[config.mk]
export PLATFORM = sky130hd
export DESIGN_NAME = throw_charge_ctl
export DESIGN_NICKNAME = d
export VERILOG_FILES = /design/src/rtl/throw_charge_ctl_pkg.sv /design/src/rtl/throw_charge_ctl_tick_gen.sv /design/src/rtl/throw_charge_ctl.sv
export SDC_FILE = /design/constraint.sdc
export NUM_CORES = 1
export LEC_CHECK = 0
export CORE_MARGIN = 3
export CORE_UTILIZATION = 45
export DETAILED_ROUTE_END_ITERATION = 10
export HOLD_SLACK_MARGIN = 0.06
export PLACE_DENSITY = 0.69
export SYNTH_ARGS = -nofsm -noshare
export SYNTH_HDL_FRONTEND = slang
export SYNTH_SLANG_ARGS = --single-unit
[constraint.sdc]
create_clock -name clk -period 3 [get_ports clk]
set_input_delay 0.3 -clock clk [delete_from_list [all_inputs] [get_ports clk]]
set_output_delay 0.3 -clock clk [all_outputs]
set_load 0.02 [all_outputs]
[src/rtl/throw_charge_ctl_pkg.sv]
// Shared types and constants for the throw power meter and its neighbours.
package throw_charge_ctl_pkg;

    localparam int FORCE_W       = 10;
    localparam int RAMP_W        = FORCE_W + 1;  // one spare bit so level+STEP never wraps
    localparam int DEF_MAX_FORCE = 1000;
    localparam int DEF_MIN_FORCE = 40;

    typedef enum logic [1:0] {
        ST_IDLE,
        ST_CHARGE,
        ST_HOLD,
        ST_COOLDOWN
    } charge_state_t;

    typedef enum logic {
        DIR_UP   = 1'b0,
        DIR_DOWN = 1'b1
    } ramp_dir_t;

    typedef struct packed {
        logic [FORCE_W-1:0] level;
        ramp_dir_t          dir;
    } ramp_t;

    localparam ramp_t RAMP_IDLE = '{level: '0, dir: DIR_UP};

    // One ramp tick: bounce between 0 and max_force, clamping at both ends.
    function automatic ramp_t ramp_next(input ramp_t cur,
                                        input logic [RAMP_W-1:0] step,
                                        input logic [RAMP_W-1:0] max_force);
        ramp_t              nxt;
        logic [RAMP_W-1:0]  lvl;
        logic [RAMP_W-1:0]  sum;
        logic [RAMP_W-1:0]  diff;
        nxt  = cur;
        lvl  = {1'b0, cur.level};
        sum  = lvl + step;
        diff = lvl - step;
        if (cur.dir == DIR_UP) begin
            if (sum >= max_force) begin
                nxt.level = max_force[FORCE_W-1:0];
                nxt.dir   = DIR_DOWN;
            end else begin
                nxt.level = sum[FORCE_W-1:0];
            end
        end else begin
            if (lvl <= step) begin
                nxt.level = '0;
                nxt.dir   = DIR_UP;
            end else begin
                nxt.level = diff[FORCE_W-1:0];
            end
        end
        return nxt;
    endfunction

endpackage

[src/rtl/throw_charge_ctl_tick_gen.sv]
// Free-running divider producing a one-cycle tick every DIV clocks.
module tick_gen #(
    parameter int DIV = 65000
) (
    input  logic clk,
    input  logic rst_n,
    output logic tick
);

    localparam int               CNT_W = (DIV > 1) ? $clog2(DIV) : 1;
    localparam logic [CNT_W-1:0] LAST  = CNT_W'(DIV - 1);

    logic [CNT_W-1:0] cnt;

    // Count 0..DIV-1 and wrap; restarts from 0 on reset.
    always_ff @(posedge clk) begin
        // NOTE: sequential state is updated with <= so every flop samples pre-edge values.
        if (!rst_n) begin
            cnt <= '0;
        end else if (cnt == LAST) begin
            cnt <= '0;
        end else begin
            cnt <= cnt + 1'b1;
        end
    end

    assign tick = (cnt == LAST);

endmodule

[src/rtl/throw_charge_ctl.sv]
// Power meter: ramps a force while the button is held, latches it on release
// and holds the throw request until the flight ends or times out.
module throw_charge_ctl
    import throw_charge_ctl_pkg::*;
#(
    parameter int TICK_DIV    = 65000,
    parameter int STEP        = 8,
    parameter int MAX_FORCE   = DEF_MAX_FORCE,
    parameter int MIN_FORCE   = DEF_MIN_FORCE,
    parameter int TIMEOUT_MS  = 5000,
    parameter int COOLDOWN_MS = 200
) (
    input  logic               clk,
    input  logic               rst_n,
    input  logic               btn_left,
    input  logic               turn_en,
    input  logic               throw_done,
    output logic [FORCE_W-1:0] throw_force,
    output logic               throw_enable,
    output logic [FORCE_W-1:0] charge_level,
    output logic               charging,
    output logic               busy
);

    localparam int TMR_MAX = (TIMEOUT_MS > COOLDOWN_MS) ? TIMEOUT_MS : COOLDOWN_MS;
    localparam int TMR_W   = $clog2(TMR_MAX + 1);

    localparam logic [TMR_W-1:0]   TIMEOUT_CNT  = TMR_W'(TIMEOUT_MS);
    localparam logic [TMR_W-1:0]   COOLDOWN_CNT = TMR_W'(COOLDOWN_MS);
    localparam logic [FORCE_W-1:0] MIN_LVL      = FORCE_W'(MIN_FORCE);
    localparam logic [RAMP_W-1:0]  STEP_R       = RAMP_W'(STEP);
    localparam logic [RAMP_W-1:0]  MAX_R        = RAMP_W'(MAX_FORCE);

    charge_state_t      state, state_n;
    ramp_t              ramp, ramp_n;
    logic [TMR_W-1:0]   timer, timer_n, timer_cnt;
    logic [FORCE_W-1:0] force_n;
    logic               enable_n;
    logic               btn_d;
    logic               tick;
    logic               press, release_e;

    tick_gen #(.DIV(TICK_DIV)) u_tick (
        .clk   (clk),
        .rst_n (rst_n),
        .tick  (tick)
    );

    assign press        = btn_left & ~btn_d;
    assign release_e    = ~btn_left & btn_d;
    assign charge_level = ramp.level;

    // Next-state, ramp, timer and throw latch decisions.
    always_comb begin
        // NOTE: every signal gets a default before the case so no path infers a latch.
        state_n   = state;
        ramp_n    = ramp;
        timer_n   = timer;
        force_n   = throw_force;
        enable_n  = throw_enable;
        timer_cnt = tick ? timer + 1'b1 : timer;

        case (state)
            ST_IDLE: begin
                ramp_n = RAMP_IDLE;
                if (press && turn_en) begin
                    state_n = ST_CHARGE;
                end
            end
            ST_CHARGE: begin
                if (!turn_en) begin
                    state_n = ST_IDLE;
                    ramp_n  = RAMP_IDLE;
                end else if (release_e) begin
                    if (ramp.level < MIN_LVL) begin
                        state_n = ST_IDLE;
                        ramp_n  = RAMP_IDLE;
                    end else begin
                        // Latch the pre-tick level; a coinciding tick is dropped.
                        force_n  = ramp.level;
                        enable_n = 1'b1;
                        timer_n  = '0;
                        state_n  = ST_HOLD;
                    end
                end else if (tick) begin
                    ramp_n = ramp_next(ramp, STEP_R, MAX_R);
                end
            end
            ST_HOLD: begin
                timer_n = timer_cnt;
                if (throw_done || timer_cnt == TIMEOUT_CNT) begin
                    enable_n = 1'b0;
                    timer_n  = '0;
                    state_n  = ST_COOLDOWN;
                end
            end
            ST_COOLDOWN: begin
                timer_n = timer_cnt;
                if (timer_cnt == COOLDOWN_CNT) begin
                    timer_n = '0;
                    ramp_n  = RAMP_IDLE;
                    state_n = ST_IDLE;
                end
            end
            default: begin
                state_n = ST_IDLE;
                ramp_n  = RAMP_IDLE;
            end
        endcase
    end

    // State, edge-detect and registered outputs; status flags follow the next state.
    always_ff @(posedge clk) begin
        if (!rst_n) begin
            state        <= ST_IDLE;
            btn_d        <= 1'b0;
            ramp         <= RAMP_IDLE;
            timer        <= '0;
            throw_force  <= '0;
            throw_enable <= 1'b0;
            charging     <= 1'b0;
            busy         <= 1'b0;
        end else begin
            state        <= state_n;
            btn_d        <= btn_left;
            ramp         <= ramp_n;
            timer        <= timer_n;
            throw_force  <= force_n;
            throw_enable <= enable_n;
            charging     <= (state_n == ST_CHARGE);
            busy         <= (state_n == ST_HOLD) || (state_n == ST_COOLDOWN);
        end
    end

endmodule

---- Yosys cells after proc, flatten, opt, wreduce, memory -nomap -nowiden ----
Index checks and enable logic that the tools add are counted.
word-level totals
  register bits ........................... 56
  word-level logic and storage cells ...... 81
  bits of input ports ..................... 5
  output and inout bits ................... 23
cells by class
  bitwise logic cells ..................... 6
  add/subtract/negate cells ............... 4
  mux-type cells .......................... 30
  eq/ne operators ......................... 16
  magnitude comparators ................... 3
  reduce and logical (&&, ||, !) cells .... 12
operators by type and width
  kind                   count
  $mux 13                6
  $mux 11                6
  $pmux 13 s3            1
  $pmux 11 s3            1
  $mux 10                2
  $add 16x1->16 const B  1
  $eq 16x16->1 const B   1
  $add 13x1->13 const B  1
  $eq 13x13->1 const B   1
  $eq 13x8->1 const B    1
  $mux 2                 6
  $reduce_and 4->1       3
  $add 10x4->11 const B  1
  $ge 11x10->1 const B   1
  $le 10x4->1 const B    1
  $lt 10x6->1 const B    1
  $ne 2x2->1 const B     5
  $sub 10x4->10 const B  1
  $eq 2x2->1 const B     4
  $ne 4x4->1 const B     2
  $pmux 2 s4             1
  $mux 1                 6
  $reduce_bool 3->1      2
  $reduce_and 5->1       1
  other kinds (9)        15

---- Longest topological paths before layout ----
  depth in word-level cells ............... 8
  depth in mapped cells ................... 10

---- Modules after synthesis ----
A second synthesis with hierarchy kept.
second synthesis, totals
  cell total of the unflattened synthesis .. 364
  area total of the unflattened synthesis .. 3108.0 um^2
modules (own cells, without submodules)
  module            area an instance (um^2)  times used  seq. area each (um^2)  cells each
  throw_charge_ctl  2403.6                   1           660.6                  287
  tick_gen          704.4                    1           320.3                  77

---- Least setup slack after synthesis ----
OpenSTA, ideal clock, no wires.
  kind .................................... register -> register
  from .................................... reg u_tick.cnt[0]
  to ...................................... reg timer[9]
  period minus slack after synthesis ...... 2.635 ns
  library setup time ...................... 0.120 ns
  path buffers ............................ 1
  required time ........................... 2.880 ns
  arrival time ............................ 2.515 ns
  setup slack ............................. 0.365 ns
  stages on the path, launching flop included .. 10
  path through ............................ dfxtp_1 ha_1 nand3b_1 or3_4 or4_4 a22oi_2 a41o_2 buf_6 nor4_1 a211o_1
between the ends
  word-level cells in the longest chain between the ends .. 6
  elaborated cells on any way between the ends .. 8
  classes of those cells .................. 3 x eq/ne; 4 x mux; 1 x reduce/logical
RTL lines
  what                    line                             text
  start, declared         throw_charge_ctl_tick_gen.sv:13  logic [CNT_W-1:0] cnt;
  start signal, assigned  throw_charge_ctl_tick_gen.sv:23  cnt <= cnt + 1'b1;
  $eq 16x16->1 *          throw_charge_ctl_tick_gen.sv:27  assign tick = (cnt == LAST);
  $mux 13 *               throw_charge_ctl.sv:61           timer_cnt = tick ? timer + 1'b1 : timer;
  $eq 13x13->1            throw_charge_ctl.sv:91           if (throw_done || timer_cnt == TIMEOUT_CNT) begin
  $logic_or 1x1->1        throw_charge_ctl.sv:91
  $mux 13                 throw_charge_ctl.sv:91
  $pmux 13 s3 *           throw_charge_ctl.sv:63           case (state)
  end signal, assigned    throw_charge_ctl.sv:127          timer <= timer_n;
  end, declared           throw_charge_ctl.sv:36           logic [TMR_W-1:0] timer, timer_n, timer_cnt;
Every way passes the cells marked *; elsewhere a longest branch is shown, timed or not.
A chain may end at the register's enable or synchronous reset.

---- Final worst setup path ----
  from .................................... reg u_tick.cnt[0]
  to ...................................... reg timer[8]
Same word-level chain as after synthesis.

==> summary.md <==
| Metric | Value |
|---|---|
| Crit. End Element | flip-flop |
| Layout area overhead | 12.5% |
| Num ports | 28 |
| Residual DRC | 0 |
| Area after DPL | ~3300 um2 |
| Max IR drop VDD | between 0.0002 and 0.00025 V |
| Vias in the first global route | between 2000 and 2500 |
| Met1 Use GR | a little over a quarter |
| Clk Latency, worst-skew pair | 0.30 ns |
| Largest family of logic cells by synthesized area | simple AND/OR/NAND/NOR gates |
| Part of the Yosys area used for sequential elements | between 30% and 40% |
| GR peak layer | met2 |
| Synth Area in Adders | around 2.9% |
| Largest net degree at the start of global routing | 18 |
| Gr ovfl total | 0 |
| Number of inserted diodes | 0 |
| Switching Share | 20.9% |
| Flop pwr share | a little over half |
| Mapped Area | approximately 3000 um2 |
| Drt total wl | 6980 um |
| Status | finished clean |
| MaxCap Viol Count | 0 |
| Num CTS Buffers | 5 |
| Share of cells above drive strength 1 | a little over 10% |
| Multi-input logic area | 1880 um2 |
| First-pass GRT wire length | about 12000 um |
| Setup-failing EPs final | 0 |
| Post-DR vias/cell | 5.86 |
| Max H-tree Level | 2 |
| Period utilization | around 95% |
| TritonCTS Sinks | between 40 and 50 |
| Final Util | around 53% |
| Die Height | 88.3 um |
| Headroom to the max-slew limit | around two fifths |
| Initial DRT Pass Iterations | 4 |
| # fillers | approximately 620 |
| Die ar. | slightly below 8000 um2 |
| Post-synth EDFFs | 0 |
| Leak | roughly 0.0012 uW |
| Row cnt | 29 |
| Die X | between 80 and 90 um |
| Post-synthesis mux area share | under 10% |
| Worst reg2reg startpoint | u_tick.cnt[0] |
| Clock Power Share | between 40% and 50% |
| Cts hold-fix bufs | 0 |
| Crit-path cells | ha_1 -> nand3b_1 -> or3_4 -> or4_4 -> a22oi_2 -> a41o_4 -> nor3_4 -> a221o_1 |
| CP max-delay cell | or4_4 |
| Netlist cell types | 70 |
| CTS max path bufs | 2 |
| Top FF cell, synth | dfxtp_1 |
| Hold Fails Final Rpt | 0 |
| GR met3 Demand/Resource | under 10% |
| Final slew viol count | 0 |
| Initial antenna violation count | 0 |
| Cell Count Post-Placement | ~450 |
| Root buffer cell | clkbuf_8 |
| Crit path largest cell delay | 0.53 ns |
| PD cells | 371 nW/um2 |
| Post-Syn Area per Cell | between 8 and 9 um2 |
| Core area | 6460 um2 |
| Required @ worst endpoint | 3.19 ns |
| Psw | around 270 uW |
| YS warnings | 0 |
| Post-Synth XOR/XNOR Area | 6.90% |
| Design area | around 3400 um2 |
| Via count | ~2700 |
| Starting density of the core | 47.2% |
| TritonCTS clock tree | yes |
| Gate power share | approximately 4.3% |
| CP Launch Point | u_tick.cnt[0] |
| Clock skew | 0.00843 ns |
| Startpoint Class | flip-flop |
| Final Critical Period | roughly 2.9 ns |
| Clk slew on worst S/H paths | approximately 0.090 ns |
| Fmax | between 0.3 and 0.4 GHz |
| Internal Power | around 1000 uW |
| Post-DP HPWL | ~5000 um |
| DRT antenna net count | 0 |
| R2R depth | 8 |
| Nets | between 300 and 400 |
| Post-synthesis simple-gate area fraction | between 30 and 40% |
| WP data arrival | slightly above 3 ns |
| Post-CTS sizing | 0 |
| Async S/R FF share, synth | 0% |
| Post-route insts no fill | about 450 |
| Synth Instances | 366 |
| Crit path to | timer[8] |
| R2r setup slk | around 0.14 ns |
| 1st-iter DRT viols | around 250 |
| Slew at the pin with the worst max-slew slack | 0.878 ns |
| #FFs+latches synth | 49 |
| RD Place Congestion | 0.884 |
| CP Class | reg -> reg |
| Hold crit path type | reg -> reg |
| Setup bufs post-CTS | 0 |
| Synth Area in Compound Gates | ~17% |
| Wire per inst | 15.4 um |
| Reg-to-Reg End | timer[8] |
| Total Routing Usage GR | 18.6% |
| IO Port Bufs | 21 |
| Crit-path max FO | 14 |
| M2 GR Usage | between 20 and 30% |
| Reg area | ~1000 um2 |
-- logic make-up (layout without fill, tap and decap cells) --
family | count (synthesis) | count (layout)
AO/OA/AOI/OAI | 69 | 69
flip-flops | 49 | 49
AND/OR/NAND/NOR | 160 | 160
multiplexers | 10 | 10
buffers and inverters | 46 | 52
adder cells (fa/ha/maj) | 7 | 7
other | 1 | 6
XOR/XNOR | 24 | 24
-- registers in the layout (all words and copies together) (netlist names) --
| name | flops |
|---|---|
| u_tick.cnt | 16 |
| timer | 13 |
| charge_level | 7 |
| throw_force | 7 |
| btn_d | 1 |
| busy | 1 |
| charging | 1 |
| ramp | 1 |
| state | 1 |
| throw_enable | 1 |
-- Yosys cell counts (8+ instances only) --
master,number,area [um2]
xnor2_1,13,114
mux2i_1,9,90.1
and3_1,8,50.1
xor2_1,11,96.3
o21ai_0,13,65.1
nand2_1,25,93.8
buf_4,13,97.6
nand3_1,21,105
a21oi_1,10,50.1
inv_1,10,37.5
nor2_1,37,139
nor3_1,12,60.1
clkbuf_1,15,56.3
dfxtp_1,49,981
-- critical path: cells and delay by family, from the launching register on --
| family | cells | cell delay [ns] |
|---|---|---|
| simple gates | 4 | 1.26 |
| compound gates | 3 | 0.88 |
| flops | 1 | 0.38 |
| fa+ha+maj | 1 | 0.23 |
-- worst min path at each step --
stage | start | end | slack, ns | cells past startpoint
6_report | u_tick.cnt[0] | u_tick.cnt[0] | 0.46 | 1
5_1_grt | u_tick.cnt[0] | u_tick.cnt[0] | 0.51 | 1
4_1_cts | u_tick.cnt[0] | u_tick.cnt[0] | 0.47 | 1
3_5_place_dp | u_tick.cnt[0] | u_tick.cnt[0] | 0.45 | 1
3_3_place_gp | u_tick.cnt[0] | u_tick.cnt[0] | 0.44 | 1
2_1_floorplan | btn_left | btn_d | 0.42 | 1
-- power by group through the flow --
| stage | sequential [uW] | combinational, uW | clock (uW) |
|---|---|---|---|
| 4_1_cts | 661 | 54.2 | 564 |
| 5_1_grt | 662 | 60.2 | 592 |
| 6_report | 661 | 54.8 | 555 |
| 3_5_place_dp | 676 | 53.8 | 0 |
| 3_3_place_gp | 676 | 53.8 | 0 |
| 2_1_floorplan | 676 | 40.6 | 0 |
-- metal layers --
layer / up-vias / routed length (um)
met5: - / 0
met4: 0 / 59
met3: 7 / 374
met2: 76 / 3090
met1: 1246 / 3460
li1: 1333 / -
-- layout by cell type, fill, tap and decap left out, drive strengths merged, types with 3 or more instances in the layout --
| cell | n |
|---|---|
| dfxtp | 49 |
| nor2 | 37 |
| nand2 | 25 |
| nand3 | 21 |
| clkdlybuf4s50 | 21 |
| o21ai | 15 |
| xnor2 | 13 |
| nor3 | 13 |
| buf | 12 |
| xor2 | 11 |
| inv | 10 |
| a21oi | 10 |
| mux2i | 9 |
| nor4 | 9 |
| and3 | 8 |
| nand4 | 8 |
| ha | 7 |
| conb | 6 |
| and2 | 6 |
| or3 | 6 |
| a211o | 5 |
| clkbuf | 5 |
| or4 | 5 |
| and4 | 4 |
| o31ai | 4 |
| a31oi | 4 |
| nor4b | 3 |
| a21o | 3 |
-- metrics by stage --
stage / hold WS [ns] / total power (uW) / setup slack [ns] / TNS (ns)
2_1_floorplan: 0.422 / 716 / 0.365 / 0
3_3_place_gp: 0.441 / 730 / 0.186 / 0
3_5_place_dp: 0.447 / 730 / 0.118 / 0
4_1_cts: 0.469 / 1280 / 0.101 / 0
5_1_grt: 0.508 / 1310 / -0.00859 / -0.0112
6_report: 0.464 / 1270 / 0.142 / 0
-- layout make-up --
class,instances,share of cell area [%]
Timing Repair Buffer,33,8.76
Multi-Input combinational cell,276,54.7
Inverter,11,1.20
Clock buffer,5,2.01
Tap cell,77,2.81
Clock inverter,3,1.90
Sequential cell,49,28.6
Power figures use the tool's default switching activity.
